$ cat config.mk
export PLATFORM = sky130hd
export DESIGN_NAME = mac_sequencer
export DESIGN_NICKNAME = d
export VERILOG_FILES = /design/src/rtl/mac_sequencer.sv
export SDC_FILE = /design/constraint.sdc
export NUM_CORES = 1
export LEC_CHECK = 0
export CORE_UTILIZATION = 45
export DETAILED_ROUTE_END_ITERATION = 7
export PLACE_DENSITY = 0.93
export SYNTH_ARGS = -nofsm -noshare
export SYNTH_HDL_FRONTEND = slang
export SYNTH_SLANG_ARGS = --single-unit
$ cat constraint.sdc
create_clock -name clk -period 4.17 [get_ports clk]
set_input_delay 1.0425 -clock clk [delete_from_list [all_inputs] [get_ports clk]]
set_output_delay 1.0425 -clock clk [all_outputs]
set_load 0.05 [all_outputs]
$ cat src/rtl/mac_sequencer.sv
// Dot-product sequencer: streams signed operand pairs into an external MAC PE and returns the accumulated result.
// Optional abort input enabled by defining MAC_SEQ_ABORT_EN.
module mac_sequencer #(
  parameter int unsigned DATA_WIDTH = 8,
  parameter int unsigned ACC_WIDTH  = 32,
  parameter int unsigned LEN_WIDTH  = 8,
  parameter int unsigned PE_LATENCY = 1
) (
  input  logic                  clk,
  input  logic                  i_reset,
  input  logic                  i_start,
  input  logic [LEN_WIDTH-1:0]  i_length,
  input  logic [DATA_WIDTH-1:0] i_a_data,
  input  logic [DATA_WIDTH-1:0] i_b_data,
  input  logic                  i_valid,
`ifdef MAC_SEQ_ABORT_EN
  input  logic                  i_abort,
`endif
  output logic                  o_ready,
  output logic [DATA_WIDTH-1:0] o_pe_a,
  output logic [DATA_WIDTH-1:0] o_pe_b,
  output logic                  o_pe_enable,
  output logic                  o_pe_clear,
  input  logic [ACC_WIDTH-1:0]  i_pe_result,
  input  logic                  i_pe_overflow,
  output logic [ACC_WIDTH-1:0]  o_result,
  output logic                  o_result_valid,
  input  logic                  i_result_ready,
  output logic                  o_overflow,
  output logic                  o_busy,
  output logic                  o_done
);

  localparam int unsigned DRAIN_W = $clog2(PE_LATENCY + 1) + 1;

  typedef enum logic [2:0] {
    S_IDLE   = 3'd0,
    S_CLEAR  = 3'd1,
    S_STREAM = 3'd2,
    S_DRAIN  = 3'd3,
    S_RESULT = 3'd4
  } state_e;

  state_e                state_q, state_d;
  logic [LEN_WIDTH-1:0]  count_q, count_d;
  logic [DRAIN_W-1:0]    drain_q, drain_d;
  logic                  ovf_acc_q, ovf_acc_d;
  logic                  ready_q, ready_d;
  logic [DATA_WIDTH-1:0] pe_a_q, pe_a_d, pe_b_q, pe_b_d;
  logic                  pe_en_q, pe_en_d;
  logic                  pe_clear_q, pe_clear_d;
  logic [ACC_WIDTH-1:0]  result_q, result_d;
  logic                  result_valid_q, result_valid_d;
  logic                  overflow_q, overflow_d;
  logic                  busy_q, busy_d;
  logic                  done_q, done_d;

  logic beat;
  logic abort;
  logic drain_last;

  assign beat       = (state_q == S_STREAM) && i_valid && ready_q;
  assign drain_last = (drain_q == DRAIN_W'(PE_LATENCY));

`ifdef MAC_SEQ_ABORT_EN
  assign abort = i_abort && ((state_q == S_CLEAR) || (state_q == S_STREAM) || (state_q == S_DRAIN));
`else
  assign abort = 1'b0;
`endif

  // State register
  always_ff @(posedge clk) begin
    if (i_reset) begin
      state_q <= S_IDLE;
    end else begin
      state_q <= state_d;
    end
  end

  // Next-state logic
  always_comb begin
    state_d = state_q;
    unique case (state_q)
      S_IDLE: begin
        if (i_start) begin
          state_d = (i_length != '0) ? S_CLEAR : S_RESULT;
        end
      end
      S_CLEAR:  state_d = S_STREAM;
      S_STREAM: begin
        if (beat && (count_q == LEN_WIDTH'(1))) begin
          state_d = S_DRAIN;
        end
      end
      S_DRAIN: begin
        if (drain_last) begin
          state_d = S_RESULT;
        end
      end
      S_RESULT: begin
        if (i_result_ready) begin
          state_d = S_IDLE;
        end
      end
      default: state_d = S_IDLE;
    endcase
    if (abort) begin
      state_d = S_IDLE;
    end
  end

  // Output and datapath next values; status flags follow the next state so they line up with it
  always_comb begin
    count_d        = count_q;
    drain_d        = drain_q;
    ovf_acc_d      = ovf_acc_q;
    pe_a_d         = pe_a_q;
    pe_b_d         = pe_b_q;
    result_d       = result_q;
    overflow_d     = overflow_q;
    pe_en_d        = 1'b0;
    done_d         = 1'b0;
    ready_d        = (state_d == S_STREAM);
    busy_d         = (state_d != S_IDLE);
    result_valid_d = (state_d == S_RESULT);
    pe_clear_d     = (state_d == S_CLEAR) || abort;

    unique case (state_q)
      S_IDLE: begin
        if (i_start) begin
          count_d   = i_length;
          drain_d   = '0;
          ovf_acc_d = 1'b0;
          if (i_length == '0) begin
            result_d   = '0;
            overflow_d = 1'b0;
          end
        end
      end
      S_STREAM: begin
        ovf_acc_d = ovf_acc_q | i_pe_overflow;
        if (beat) begin
          pe_a_d  = i_a_data;
          pe_b_d  = i_b_data;
          pe_en_d = 1'b1;
          count_d = count_q - LEN_WIDTH'(1);
        end
      end
      S_DRAIN: begin
        ovf_acc_d = ovf_acc_q | i_pe_overflow;
        drain_d   = drain_q + DRAIN_W'(1);
        if (drain_last) begin
          result_d   = i_pe_result;
          overflow_d = ovf_acc_q | i_pe_overflow;
        end
      end
      S_RESULT: begin
        if (i_result_ready) begin
          done_d = 1'b1;
        end
      end
      default: begin
      end
    endcase

    // An aborted operation issues no further PE work and leaves the last result untouched
    if (abort) begin
      pe_en_d    = 1'b0;
      count_d    = '0;
      result_d   = result_q;
      overflow_d = overflow_q;
    end
  end

  // Datapath and output registers; reset clears the PE in the same cycle
  always_ff @(posedge clk) begin
    if (i_reset) begin
      count_q        <= '0;
      drain_q        <= '0;
      ovf_acc_q      <= 1'b0;
      ready_q        <= 1'b0;
      pe_a_q         <= '0;
      pe_b_q         <= '0;
      pe_en_q        <= 1'b0;
      pe_clear_q     <= 1'b1;
      result_q       <= '0;
      result_valid_q <= 1'b0;
      overflow_q     <= 1'b0;
      busy_q         <= 1'b0;
      done_q         <= 1'b0;
    end else begin
      count_q        <= count_d;
      drain_q        <= drain_d;
      ovf_acc_q      <= ovf_acc_d;
      ready_q        <= ready_d;
      pe_a_q         <= pe_a_d;
      pe_b_q         <= pe_b_d;
      pe_en_q        <= pe_en_d;
      pe_clear_q     <= pe_clear_d;
      result_q       <= result_d;
      result_valid_q <= result_valid_d;
      overflow_q     <= overflow_d;
      busy_q         <= busy_d;
      done_q         <= done_d;
    end
  end

  assign o_ready        = ready_q;
  assign o_pe_a         = pe_a_q;
  assign o_pe_b         = pe_b_q;
  assign o_pe_enable    = pe_en_q;
  assign o_pe_clear     = pe_clear_q;
  assign o_result       = result_q;
  assign o_result_valid = result_valid_q;
  assign o_overflow     = overflow_q;
  assign o_busy         = busy_q;
  assign o_done         = done_q;

endmodule

==> results of run 1 <==
[cell type report]
type,count,area [um2],area share [%]
Timing Repair Buffer,119,1180,28.4
Inverter,7,26.3,0.634
Sequential cell,69,1380,33.3
Tap cell,75,93.8,2.26
Multi-Input combinational cell,243,1260,30.5
Clock buffer,9,124,2.99
Clock inverter,5,77.6,1.87
[final timing paths]
| path | start | to |
|---|---|---|
| hold / removal | o_result[16] | o_result[16] |
| setup / recovery | i_length[0] | o_result[28] |
| setup reg to reg | state_q[1] | o_pe_a[6] |
| hold reg to reg | o_result[16] | o_result[16] |
[sequential cells by signal, summed over array words and instances (netlist names)]
signal and count:
o_pe_a 8, o_result_valid 1, count_q 8, o_pe_enable 1
o_overflow 1, o_pe_clear 1, o_busy 1, ovf_acc_q 1
state_q 3, o_pe_b 8, o_result 32, drain_q 2
o_ready 1, o_done 1
[kinds of logic after synthesis]
group	share of synthesized area [%]
buffers and inverters	6.75
AO/OA/AOI/OAI	18.3
AND/OR/NAND/NOR	24.9
adder cells (fa/ha/maj)	1.32
flip-flops	48.7
[where the power goes]
group	switching, mW	leakage [nW]	internal [mW]
clock network	0.235	0.101	0.328
registers	0.0131	0.558	0.672
logic	0.0821	0.773	0.0863
[Yosys cell counts (3+ instances only)]
master | n | share of area [%]
nand2_1 | 72 | 9.5
dfxtp_1 | 69 | 49
a21oi_1 | 58 | 10
nand3_1 | 34 | 6.0
nor2_1 | 20 | 2.6
clkbuf_1 | 13 | 1.7
buf_6 | 9 | 3.6
o21ai_0 | 8 | 1.4
inv_1 | 7 | 0.93
a21o_1 | 6 | 1.6
nor3_1 | 6 | 1.1
a31oi_1 | 4 | 0.88
a22o_1 | 3 | 0.93
ha_1 | 3 | 1.3
[per-layer routing]
metal,GRT usage [%],vias up,part of all wire (%)
li1,-,1391,-
met1,22.9,1265,42
met2,38.6,112,47
met3,6.63,13,9.1
met4,12.7,0,2.3
met5,0,-,0
[critical path, cell delays in order]
cell	delay, ns
clkdlybuf4s50_1	0.46
or4_2	0.73
o31ai_4	0.26
buf_4	0.26
nor2_1	0.09
a22o_1	0.27
[stage by stage]
step	hold WS, ns	std cells
after detailed placement	0.445	513
after global placement	0.437	513
after CTS	0.455	527
final	0.452	527
after floorplan	0.454	344
after global routing	0.476	527
==> out/metrics.csv, run 1 <==
stage,metric,value,unit
logic_synthesis,avgSynthCellArea,8.24,um2
clocking,htree_levels,3,
clocking,clkSlewWorstSetupHoldPaths,0.07,ns
routing,postRouteAntennaNets,0,
run,drv_cap,0,
floorplan,initial_core_util,47.3,%
sta,worst_slack,1.26,ns
global_routing,grt_pass1_vias,2634,
clocking,clock_path_buffers,2,
hold_path,hold_class,reg -> reg,
pwr,power_density,342,nW/um2
placement,dp_hpwl,4910,um
pwr,power,1.42,mW
final_layout,layout_commonest_cell,clkdlybuf4s50_1,
sta,worst_pin_slew,1.01,ns
pwr,peakVddDrop,244,uV
clocking,tritoncts,built,
final_layout,diodes,0,
floorplan,die_h,81.4,um
final_layout,post-route-util,69.2,%
global_routing,grt_first_pass_wirelength,11000,um
sta,setup_tns,0,ns
sta,slew_headroom,32.7,%
global_routing,antenna_found_initial,0,
placement,port_buffers,116,
sta,slew_viol_final,0,
placement,pre_cts_ws,0.966,ns
global_routing,grt_overflow_total,0,
sta,period_needed,2.91,ns
critical_path,reg2reg_depth,4,
hold_path,holdPathStages,2,
final_layout,fillers,482,
final_layout,area_growth,46.2,%
routing,drtIter0Drc,151,
logic_synthesis,synth.distinct_cells,38,
logic_synthesis,synth_nets,409,
logic_synthesis,synth_area,2840,um2
outcome,status,"finished, final reports clean",
logic_synthesis,postSynthCellCount,344,
final_layout,nets,514,
global_routing,grt_max_degree,45,
floorplan,die_width,81.4,um
routing,routed_via_density,5.28,
clocking,post-cts-setup-buffer-count,0,
floorplan,fp-row-count,28,
routing,num_vias,2781,
sta,finalHoldViolations,0,
critical_path,cp_max_fo,18,
critical_path,arrival,3.12,ns
logic_synthesis,synthArstFlopShare,0,%
critical_path,critPathCaptureType,flop,
sta,setup_viol,0,
clocking,root_buffer,clkbuf_8,
critical_path,worstSetupPathType,in -> reg,
global_routing,track_usage,21.9,%
final_layout,final_cell_mix,"115 x clkdlybuf4s50_1, 72 x nand2_1, 69 x dfxtp_1",
routing,drt_wl_total,7020,um
critical_path,r2r_setup_slack,1.84,ns
logic_synthesis,ys_seq_area_share,48.7,%
logic_synthesis,synth-edff-count,0,
logic_synthesis,yosys_warnings,0,
final_layout,fin_area,4140,um2
critical_path,cp-start-kind,primary input,
pwr,p_leak,1.43,nW
placement,post_dp_cell_area,3940,um2
logic_synthesis,synth-seq-cells,69,
clocking,cts_made_buffers,9,
floorplan,die_area,6620,um2
floorplan,pin_count,117,
floorplan,core-area,5990,um2
clocking,post_cts_resized,0,
clocking,cts_hold_buffers,0,
final_layout,drive_above_1_share,5.97,%
clocking,cts_sinks,69,
routing,firstDrtPassIters,4,
placement,place_congestion,0.859,
sta,final.period_utilization,69.7,%
logic_synthesis,synth_flop_cell,dfxtp_1,
routing,wire_per_inst,13.3,um
routing,drc,0,
sta,max_freq,344,MHz
sta,clock_skew,0.00957,ns
clocking,worstSkewPairLatency,0.33,ns
critical_path,crit_required,4.38,ns
sta,rsz0062_at_grt,false,
No activity file was read; power rests on OpenSTA's default activity.
==> run 2: changes to the inputs <==
--- a/config.mk
+++ b/config.mk
@@ -5,9 +5,9 @@
 export SDC_FILE = /design/constraint.sdc
 export NUM_CORES = 1
 export LEC_CHECK = 0
-export CORE_UTILIZATION = 45
+export CORE_UTILIZATION = 39
 export DETAILED_ROUTE_END_ITERATION = 7
-export PLACE_DENSITY = 0.93
+export PLACE_DENSITY = 0.87
 export SYNTH_ARGS = -nofsm -noshare
 export SYNTH_HDL_FRONTEND = slang
 export SYNTH_SLANG_ARGS = --single-unit
==> constraint.sdc (replaced) <==
create_clock -name clk -period 2.4 [get_ports clk]
set_input_delay 0.6 -clock clk [delete_from_list [all_inputs] [get_ports clk]]
set_output_delay 0.6 -clock clk [all_outputs]
set_load 0.05 [all_outputs]
==> run 2 against run 1 <==
Combinational power rose by 85%. Sequential share of layout area down 1.6 points. Power rose by 80%. Critical endpoint is now o_result[11].
==> out/metrics.csv, run 2 (same netlist as run 1, synthesis figures left out) <==
stage,metric,value,unit
critical_path,critPathMaxStageDelay,0.73,ns
routing,firstDrtPassIters,4,
pwr,p_leak,1.52,nW
sta,setup_viol,0,
global_routing,grt_first_pass_wirelength,11900,um
sta,period_needed,2.37,ns
routing,drc,0,
critical_path,cp.depth,7,
final_layout,largest_reg_flops,32,
final_layout,layout_commonest_cell,clkdlybuf4s50_1,
routing,wire_per_inst,13.2,um
routing,routed_via_density,5.07,
pwr,p_comb_share,12.2,%
floorplan,fp-row-count,30,
floorplan,die_h,87.3,um
sta,final.period_utilization,98.9,%
sta,worst_pin_slew,1.03,ns
placement,post_dp_cell_area,4090,um2
placement,dp_hpwl,5340,um
global_routing,grt_max_degree,34,
final_layout,drive_above_1_share,9.81,%
sta,fin_hold_ws,0.451,ns
global_routing,antenna_found_initial,0,
floorplan,core-area,6910,um2
clocking,worstSkewPairLatency,0.34,ns
critical_path,crit_path_end,o_result[11],
final_layout,area_growth,53.5,%
pwr,seqPwrFrac,46.8,%
critical_path,cp-start-kind,primary input,
critical_path,startpoint,i_length[0],
sta,slew_headroom,31.4,%
sta,setup_tns,0,ns
run,drv_cap,0,
clocking,cts_sinks,69,
critical_path,crit_buf_inv,3,
routing,drt_wl_total,7480,um
critical_path,crit_required,2.68,ns
floorplan,initial_core_util,41.1,%
sta,max_freq,421,MHz
routing,num_vias,2865,
clocking,root_buffer,clkbuf_8,
final_layout,diodes,0,
routing,postRouteAntennaNets,0,
critical_path,arrival,2.65,ns
pwr,clockPowerShare,41.1,%
clocking,htree_levels,3,
global_routing,grt_overflow_total,0,
final_layout,final_cell_mix,"115 x clkdlybuf4s50_1, 72 x nand2_1, 69 x dfxtp_1",
critical_path,cp_top_family,simple AND/OR/NAND/NOR gates,
clocking,clkSlewWorstSetupHoldPaths,0.08,ns
critical_path,critical-path-slowest-cell,or4_2,
critical_path,r2r_setup_slack,0.36,ns
placement,port_buffers,116,
placement,place_congestion,0.842,
floorplan,pin_count,117,
floorplan,die_area,7620,um2
critical_path,critPathCaptureType,flop,
floorplan,die_width,87.3,um
final_layout,nets,529,
pwr,p_int,1.92,mW
global_routing,track_usage,19.9,%
sta,clock_skew,0.00979,ns
clocking,clock_path_buffers,2,
routing,drtIter0Drc,101,
pwr,power,2.54,mW
clocking,tritoncts,built,
sta,finalHoldViolations,0,
pwr,peakVddDrop,389,uV
clocking,cts_hold_buffers,0,
critical_path,timing.rr.start,count_q[0],
hold_path,hold_class,reg -> reg,
critical_path,cp_max_fo,15,
outcome,status,"finished, final reports clean",
critical_path,worstSetupPathType,in -> reg,
sta,rsz0062_at_grt,false,
critical_path,path_cells,clkdlybuf4s50_1 > or4_2 > o31ai_4 > buf_4 > buf_12 > nand3_1 > a21oi_2,
pwr,swShare,24.6,%
global_routing,grt_pass1_vias,2754,
sta,slew_viol_final,0,
pwr,switching_power,625,uW
final_layout,fin_area,4350,um2
critical_path,timing.rr.end,o_busy,
critical_path,reg2reg_depth,5,
clocking,cts_made_buffers,9,
pwr,power_density,585,nW/um2
run 2: cell count changes in the layout (fill, tap and decap cells not counted), sizes merged:
cell,previous run,this run
clkbuf,9,10
buf,4,18
inv,7,9
clkinvlp,1,2
clkinv,2,1
run 2: worst min path at each step:
stage / start / slack [ns] / depth (start not counted) / to
after global placement: o_result[1] / 0.44 / 2 / o_result[1]
final: o_overflow / 0.45 / 2 / o_overflow
after floorplan: ovf_acc_q / 0.45 / 2 / ovf_acc_q
after global routing: o_result[12] / 0.47 / 2 / o_result[12]
after CTS: o_result[26] / 0.45 / 2 / o_result[26]
after detailed placement: o_result[26] / 0.44 / 2 / o_result[26]
run 2: power by group through the flow:
stage                     Clock, mW  Combinational [mW]  Sequential (mW)
after floorplan                   0               0.137             1.23
after global placement            0               0.303             1.21
after detailed placement          0               0.307             1.22
after CTS                      1.08               0.309             1.19
after global routing           1.13               0.335             1.19
final                          1.04               0.310             1.19
run 2: cell type report:
class,count,area [um2]
clock inverter,7,97.6
sequential,69,1380
fill,590,2550
inverter,7,26.3
tap,96,120
multi-input combinational,243,1270
clock buffer,9,124
timing repair buffer,134,1330
run 2: what timing repair did:
action | CTS | global route
resized for setup | 0 | 2
endpoints found under the hold margin | 0 | 0
endpoints found under the setup margin | 0 | 3
buffers inserted | 0 | 1
run 2: worst min-delay path: cells and delay by family (launching register included):
| family | cells | cell delay (ns) |
|---|---|---|
| flip-flops | 1 | 0.31 |
| AND/OR/NAND/NOR | 1 | 0.05 |
| AO/OA/AOI/OAI | 1 | 0.05 |
run 2: layer usage:
layer	GRT usage, %	vias up	wire length, um
li1	-	1426	-
met1	22.4	1315	3080
met2	33.9	113	3620
met3	7.49	11	678
met4	8.05	0	99
met5	0	-	0
run 2: per-stage QoR:
stage                     setup slack [ns]  instances  util [%]
after detailed placement            -0.322        547      59.2
after CTS                           0.0578        563      62.4
after global placement              -0.232        547      59.2
final                               0.0254        565      63.0
after floorplan                      0.279        344         -
after global routing               0.00153        565      63.0
